[src/rtl/pattern_detector.sv]
// Serial pattern detector with a loadable pattern register, overlapping or
// non-overlapping matching, and a saturating match counter.
module pattern_detector #(
   parameter int                 PAT_LEN = 4,
   parameter logic [PAT_LEN-1:0] PATTERN = 4'b1011,
   parameter bit                 OVERLAP = 1'b1,
   parameter int                 CNT_W   = 8
) (
   input  logic               clk,
   input  logic               rst,
   input  logic               en,
   input  logic               seq,
   input  logic               pat_load,
   input  logic [PAT_LEN-1:0] pat_in,
   input  logic               cnt_clr,
   output logic               dout,
   output logic               armed,
   output logic [CNT_W-1:0]   match_cnt,
   output logic               cnt_sat
);

   localparam int FW = $clog2(PAT_LEN + 1);
   localparam logic [FW-1:0]      FILL_FULL = FW'(PAT_LEN);
   localparam logic [FW-1:0]      FILL_ONE  = {{(FW-1){1'b0}}, 1'b1};
   localparam logic [FW-1:0]      FILL_ZERO = {FW{1'b0}};
   localparam logic [CNT_W-1:0]   CNT_ONE   = {{(CNT_W-1){1'b0}}, 1'b1};
   localparam logic [CNT_W-1:0]   CNT_ZERO  = {CNT_W{1'b0}};
   localparam logic [CNT_W-1:0]   CNT_MAX   = {CNT_W{1'b1}};
   localparam logic [PAT_LEN-1:0] HIST_ZERO = {PAT_LEN{1'b0}};

   typedef enum logic [1:0] {
      ST_IDLE  = 2'd0,
      ST_FILL  = 2'd1,
      ST_ARMED = 2'd2
   } state_t;

   state_t             r_state;
   state_t             w_state_nxt;
   logic [PAT_LEN-1:0] r_pat;
   logic [PAT_LEN-1:0] r_hist;
   logic [FW-1:0]      r_fill;
   logic               r_dout;
   logic               r_armed;
   logic [CNT_W-1:0]   r_cnt;

   logic [PAT_LEN-1:0] w_hist_sh;
   logic [FW-1:0]      w_fill_inc;
   logic               w_hit;
   logic [PAT_LEN-1:0] w_pat_nxt;
   logic [PAT_LEN-1:0] w_hist_nxt;
   logic [FW-1:0]      w_fill_nxt;
   logic [CNT_W-1:0]   w_cnt_nxt;
   logic               w_dout_nxt;
   logic               w_armed_nxt;

   // Sampling datapath: pattern load wins over enable; a detection compares
   // the history as it will be after this edge's shift.
   always_comb begin
      w_hist_sh  = {r_hist[PAT_LEN-2:0], seq};
      w_fill_inc = (r_fill == FILL_FULL) ? FILL_FULL : (r_fill + FILL_ONE);
      w_hit      = 1'b0;
      w_pat_nxt  = r_pat;
      w_hist_nxt = r_hist;
      w_fill_nxt = r_fill;
      if (pat_load) begin
         w_pat_nxt  = pat_in;
         w_hist_nxt = HIST_ZERO;
         w_fill_nxt = FILL_ZERO;
      end else if (en) begin
         w_hist_nxt = w_hist_sh;
         w_hit      = (w_hist_sh == r_pat) && (w_fill_inc == FILL_FULL);
         if (w_hit && !OVERLAP) begin
            w_fill_nxt = FILL_ZERO;
         end else begin
            w_fill_nxt = w_fill_inc;
         end
      end else begin
         w_hist_nxt = r_hist;
         w_fill_nxt = r_fill;
      end
   end

   // Match counter: a clear coinciding with a detection leaves a count of one.
   always_comb begin
      case ({w_hit, cnt_clr})
         2'b11:   w_cnt_nxt = CNT_ONE;
         2'b01:   w_cnt_nxt = CNT_ZERO;
         2'b10:   w_cnt_nxt = (r_cnt == CNT_MAX) ? CNT_MAX : (r_cnt + CNT_ONE);
         default: w_cnt_nxt = r_cnt;
      endcase
   end

   // Next state follows the post-edge fill level.
   always_comb begin
      if (w_fill_nxt == FILL_ZERO) begin
         w_state_nxt = ST_IDLE;
      end else if (w_fill_nxt == FILL_FULL) begin
         w_state_nxt = ST_ARMED;
      end else begin
         w_state_nxt = ST_FILL;
      end
   end

   always_comb begin
      w_dout_nxt = w_hit;
      case (w_state_nxt)
         ST_ARMED: w_armed_nxt = 1'b1;
         ST_IDLE:  w_armed_nxt = 1'b0;
         ST_FILL:  w_armed_nxt = 1'b0;
         default:  w_armed_nxt = 1'b0;
      endcase
   end

   always_ff @(posedge clk or posedge rst) begin
      if (rst) begin
         r_state <= ST_IDLE;
      end else begin
         r_state <= w_state_nxt;
      end
   end

   always_ff @(posedge clk or posedge rst) begin
      if (rst) begin
         r_pat   <= PATTERN;
         r_hist  <= HIST_ZERO;
         r_fill  <= FILL_ZERO;
         r_dout  <= 1'b0;
         r_armed <= 1'b0;
         r_cnt   <= CNT_ZERO;
      end else begin
         r_pat   <= w_pat_nxt;
         r_hist  <= w_hist_nxt;
         r_fill  <= w_fill_nxt;
         r_dout  <= w_dout_nxt;
         r_armed <= w_armed_nxt;
         r_cnt   <= w_cnt_nxt;
      end
   end

   assign dout      = r_dout;
   assign armed     = r_armed;
   assign match_cnt = r_cnt;
   assign cnt_sat   = (r_cnt == CNT_MAX);

endmodule

[config.mk]
export PLATFORM = sky130hd
export DESIGN_NAME = pattern_detector
export DESIGN_NICKNAME = d
export VERILOG_FILES = /design/src/rtl/pattern_detector.sv
export SDC_FILE = /design/constraint.sdc
export NUM_CORES = 1
export LEC_CHECK = 0
export BUFFER_PORTS_ARGS = -buffer_cell sky130_fd_sc_hd__buf_2
export CAP_MARGIN = 10
export CORE_MARGIN = 1.5
export CORE_UTILIZATION = 48
export CTS_CLUSTER_DIAMETER = 100
export CTS_CLUSTER_SIZE = 16
export DETAILED_ROUTE_END_ITERATION = 8
export PLACE_DENSITY = 0.74
export SYNTH_ARGS = -nofsm -noshare
export SYNTH_HDL_FRONTEND = slang
export SYNTH_SLANG_ARGS = --single-unit
[constraint.sdc]
create_clock -name clk -period 2 [get_ports clk]
set_input_delay 0.2 -clock clk [delete_from_list [all_inputs] [get_ports clk]]
set_output_delay 0.2 -clock clk [all_outputs]
set_load 0.02 [all_outputs]
==> flow_metrics.py <==
metrics = {
    "sta": {
        "relSlewSlack_pct": 51.0,
        "tightest_slew_ns": 0.734,
        "finalCritPeriodShare_pct": 108,
        "fin_ws_ns": -0.160,
        "hold_ws_ns": 0.00105,
        "setup_viol": 6,
        "fmax_mhz": 463,
        "fin_worst_skew_ns": 0.00270,
        "rsz0062_at_grt": "true",
        "drv_slew": 0,
        "hold_violations": 0,
        "setup_tns_ns": -0.406,
        "fin_crit_ns": 2.16,
    },
    "cells_and_area": {
        "fin_cells": 153,
        "fin_util_pct": 62.5,
        "syn2layout_area_growth_pct": 25.1,
        "diodes": 0,
        "design_area_um2": 1370,
        "layout.nets": 142,
        "nFillCells": 187,
        "drive_gt1_share_pct": 43.2,
    },
    "power": {
        "leakagePower_nw": 0.693,
        "finalPower_mw": 0.885,
        "ir_worst_vdd_v": 0.000481,
        "power_density_nw_per_um2": 646,
    },
    "floorplanning": {
        "rows": 17,
        "die_area_um2": 2580,
        "start_util_pct": 50.0,
        "core_um2": 2190,
        "die_x_um": 50.8,
        "ios": 21,
        "fp.dieH_um": 50.8,
    },
    "route": {
        "routed.top_layer": "met4",
        "num_vias": 837,
        "wl_met1_um": 920,
        "wl_met3_um": 60,
        "vias_per_cell": 5.47,
        "dr_wl_met2_um": 1090,
        "finalWirelength_um": 2090,
        "ant_nets": 0,
        "detail_route.iter0.violations": 0,
        "firstDrtPassIters": 1,
        "wl_per_cell_um": 13.6,
        "drc": 0,
    },
    "setup_path": {
        "cp_max_fo": 5,
        "required_ns": 2.22,
        "max_stage_delay_ns": 0.42,
        "worst_setup_path_start_kind": "flip-flop",
        "cpLargestDelayFamily": "compound AO/OA/AOI/OAI gates",
        "end_kind": "flip-flop",
        "worst-path-buf-inv": 1,
        "worstSetupPathType": "reg -> reg",
        "arrival_ns": 2.38,
        "cp_slowest_cell": "dfrtp_1",
        "crit_path_cell_trace": "inv_2 > ha_4 > nor2b_4 > a2111oi_4 > nand4_1 > ha_2 > and3b_2 > a41oi_2 > a311oi_2",
    },
    "placed_design": {
        "gp_congestion": 0.800,
        "portBuffers": 20,
        "place_area_um2": 1270,
        "place_hpwl_um": 1540,
        "dp_slack_ns": -0.129,
        "placed_cells_incl_taps": 149,
    },
    "global_routing": {
        "antenna_found_initial": 0,
        "overflow": 0,
        "grt_pass1_vias": 806,
        "grt_max_degree": 21,
        "grt_usage_pct": 17.9,
        "grt_pass1_wl_um": 3400,
    },
    "clock_network": {
        "cts_root_buf": "clkbuf_4",
        "cts_buffer_depth": 2,
        "cts_tree": "yes",
        "path_clk_slew_ns": 0.12,
        "cts_max_level": 1,
        "cts.sinks": 20,
        "numCtsBuffers": 3,
        "clk_latency_ns": 0.30,
        "cts_hold_buffers": 0,
    },
    "logic_synthesis": {
        "yosysWarnings": 0,
        "yosysSeqAreaShare_pct": 46.1,
        "synth_area_um2": 1090,
        "syn_nets": 115,
        "synth-seq-cells": 20,
        "avgSynthCellArea_um2": 11.1,
        "synth_cell_type_count": 32,
        "postSynthCellCount": 99,
    },
    "outcome": {
        "status": "finished with violations",
        "violations": "negative setup slack",
    },
    "min_path": {
        "min_path_type": "in -> async",
    },
    "job": {
        "drv_cap": 0,
    },
}
cells by family (layout without fill, tap and decap cells):
kind of cell               count (synthesis)  after routing  synth area share (%)
and+or+nand+nor                           29             29                  16.8
AOI/OAI and AO/OA                         21             21                  13.7
DFF                                       20             20                  46.1
buffers and inverters                     10             36                  4.69
muxes                                      9              9                  8.69
adders and majority gates                  6              6                  6.86
xor gates and xnor gates                   4              4                  3.20
worst reg2reg max path, cell delays in order, from the launching register on:
cell and delay [ns]:
dfrtp_1 0.42, inv_2 0.08, ha_4 0.15, nor2b_4 0.05
a2111oi_4 0.34, nand4_1 0.16, ha_2 0.23, and3b_2 0.28
a41oi_2 0.11, a311oi_2 0.25
sequential cells by signal, summed over array words and instances, names as in the netlist:
register	count
armed	1
dout	1
match_cnt	8
r_fill	3
r_hist	3
r_pat	4
final timing paths:
path,start,end,slack [ns],depth (start not counted)
max reg2reg,r_fill[0]$_DFF_PP0_,match_cnt[5]$_DFFE_PP0P_,-0.16,9
min in group clk,pat_in[2],r_pat[2]$_DFFE_PP0P_,0.12,2
min,rst,match_cnt[5]$_DFFE_PP0P_,0.001,2
max in group asynchronous,rst,r_hist[2]$_DFFE_PP0P_,1.54,2
max,r_fill[0]$_DFF_PP0_,match_cnt[5]$_DFFE_PP0P_,-0.16,9
min reg2reg,r_pat[2]$_DFFE_PP0P_,r_pat[2]$_DFFE_PP0P_,0.55,1
layer usage:
layer	global-route usage, %	vias up
met3	4.17	2
met1	22.9	411
met2	27.2	14
li1	-	410
met5	0	-
met4	10.8	0
cells in the mapped netlist:
master / n / area, um^2
a2111oi_2: 1 / 15.0
a21o_1: 1 / 7.51
a21oi_1: 6 / 30.0
a311oi_1: 1 / 8.76
a311oi_2: 1 / 15.0
a31oi_1: 4 / 25.0
a41oi_1: 1 / 8.76
and3_1: 1 / 6.26
and3b_1: 1 / 8.76
and4_1: 3 / 26.3
and4b_1: 3 / 30.0
buf_2: 2 / 10.0
buf_4: 1 / 7.51
buf_6: 1 / 11.3
dfrtp_1: 17 / 425
dfstp_2: 3 / 78.8
ha_1: 6 / 75.1
inv_1: 6 / 22.5
mux2_2: 4 / 45.0
mux2i_1: 5 / 50.1
nand2_1: 4 / 15.0
nand2_4: 1 / 11.3
nand4_1: 1 / 6.26
nor2_1: 7 / 26.3
nor2b_1: 3 / 18.8
nor2b_4: 1 / 13.8
nor3_1: 3 / 15.0
o211a_1: 1 / 10.0
o21ai_0: 3 / 15.0
o31ai_1: 2 / 15.0
or2_2: 1 / 6.26
xor2_1: 4 / 35.0
where the power goes:
part           leakage, nW  switching (mW)  internal [mW]
logic                0.402          0.0602         0.0528
registers            0.263          0.0136          0.425
clock network       0.0279           0.131          0.202
total                0.693           0.205          0.680
what timing repair did:
action	4_1_cts	5_1_grt
setup buffers	1	1
pin swaps	1	9
gates cloned	0	0
endpoints found under the setup margin	6	8
resized for setup	1	10
final cells by class:
cell class	count	area (um^2)	area share, %
sequential	20	504	36.8
multi-input combinational	69	611	44.6
timing repair buffer	26	145	10.6
tap	28	35.0	2.56
clock buffer	3	22.5	1.64
inverter	6	22.5	1.64
clock inverter	1	30.0	2.19
placed cells by master (no fill, tap or decap), drive strengths merged, types with 4 or more instances in the layout:
| cell | count |
|---|---|
| ha | 6 |
| inv | 6 |
| a31oi | 4 |
| mux2i | 5 |
| a21oi | 6 |
| dfrtp | 17 |
| xor2 | 4 |
| nand2 | 5 |
| nor2 | 7 |
| nor2b | 4 |
| buf | 26 |
| mux2 | 4 |
No activity file was read; power rests on OpenSTA's default activity.
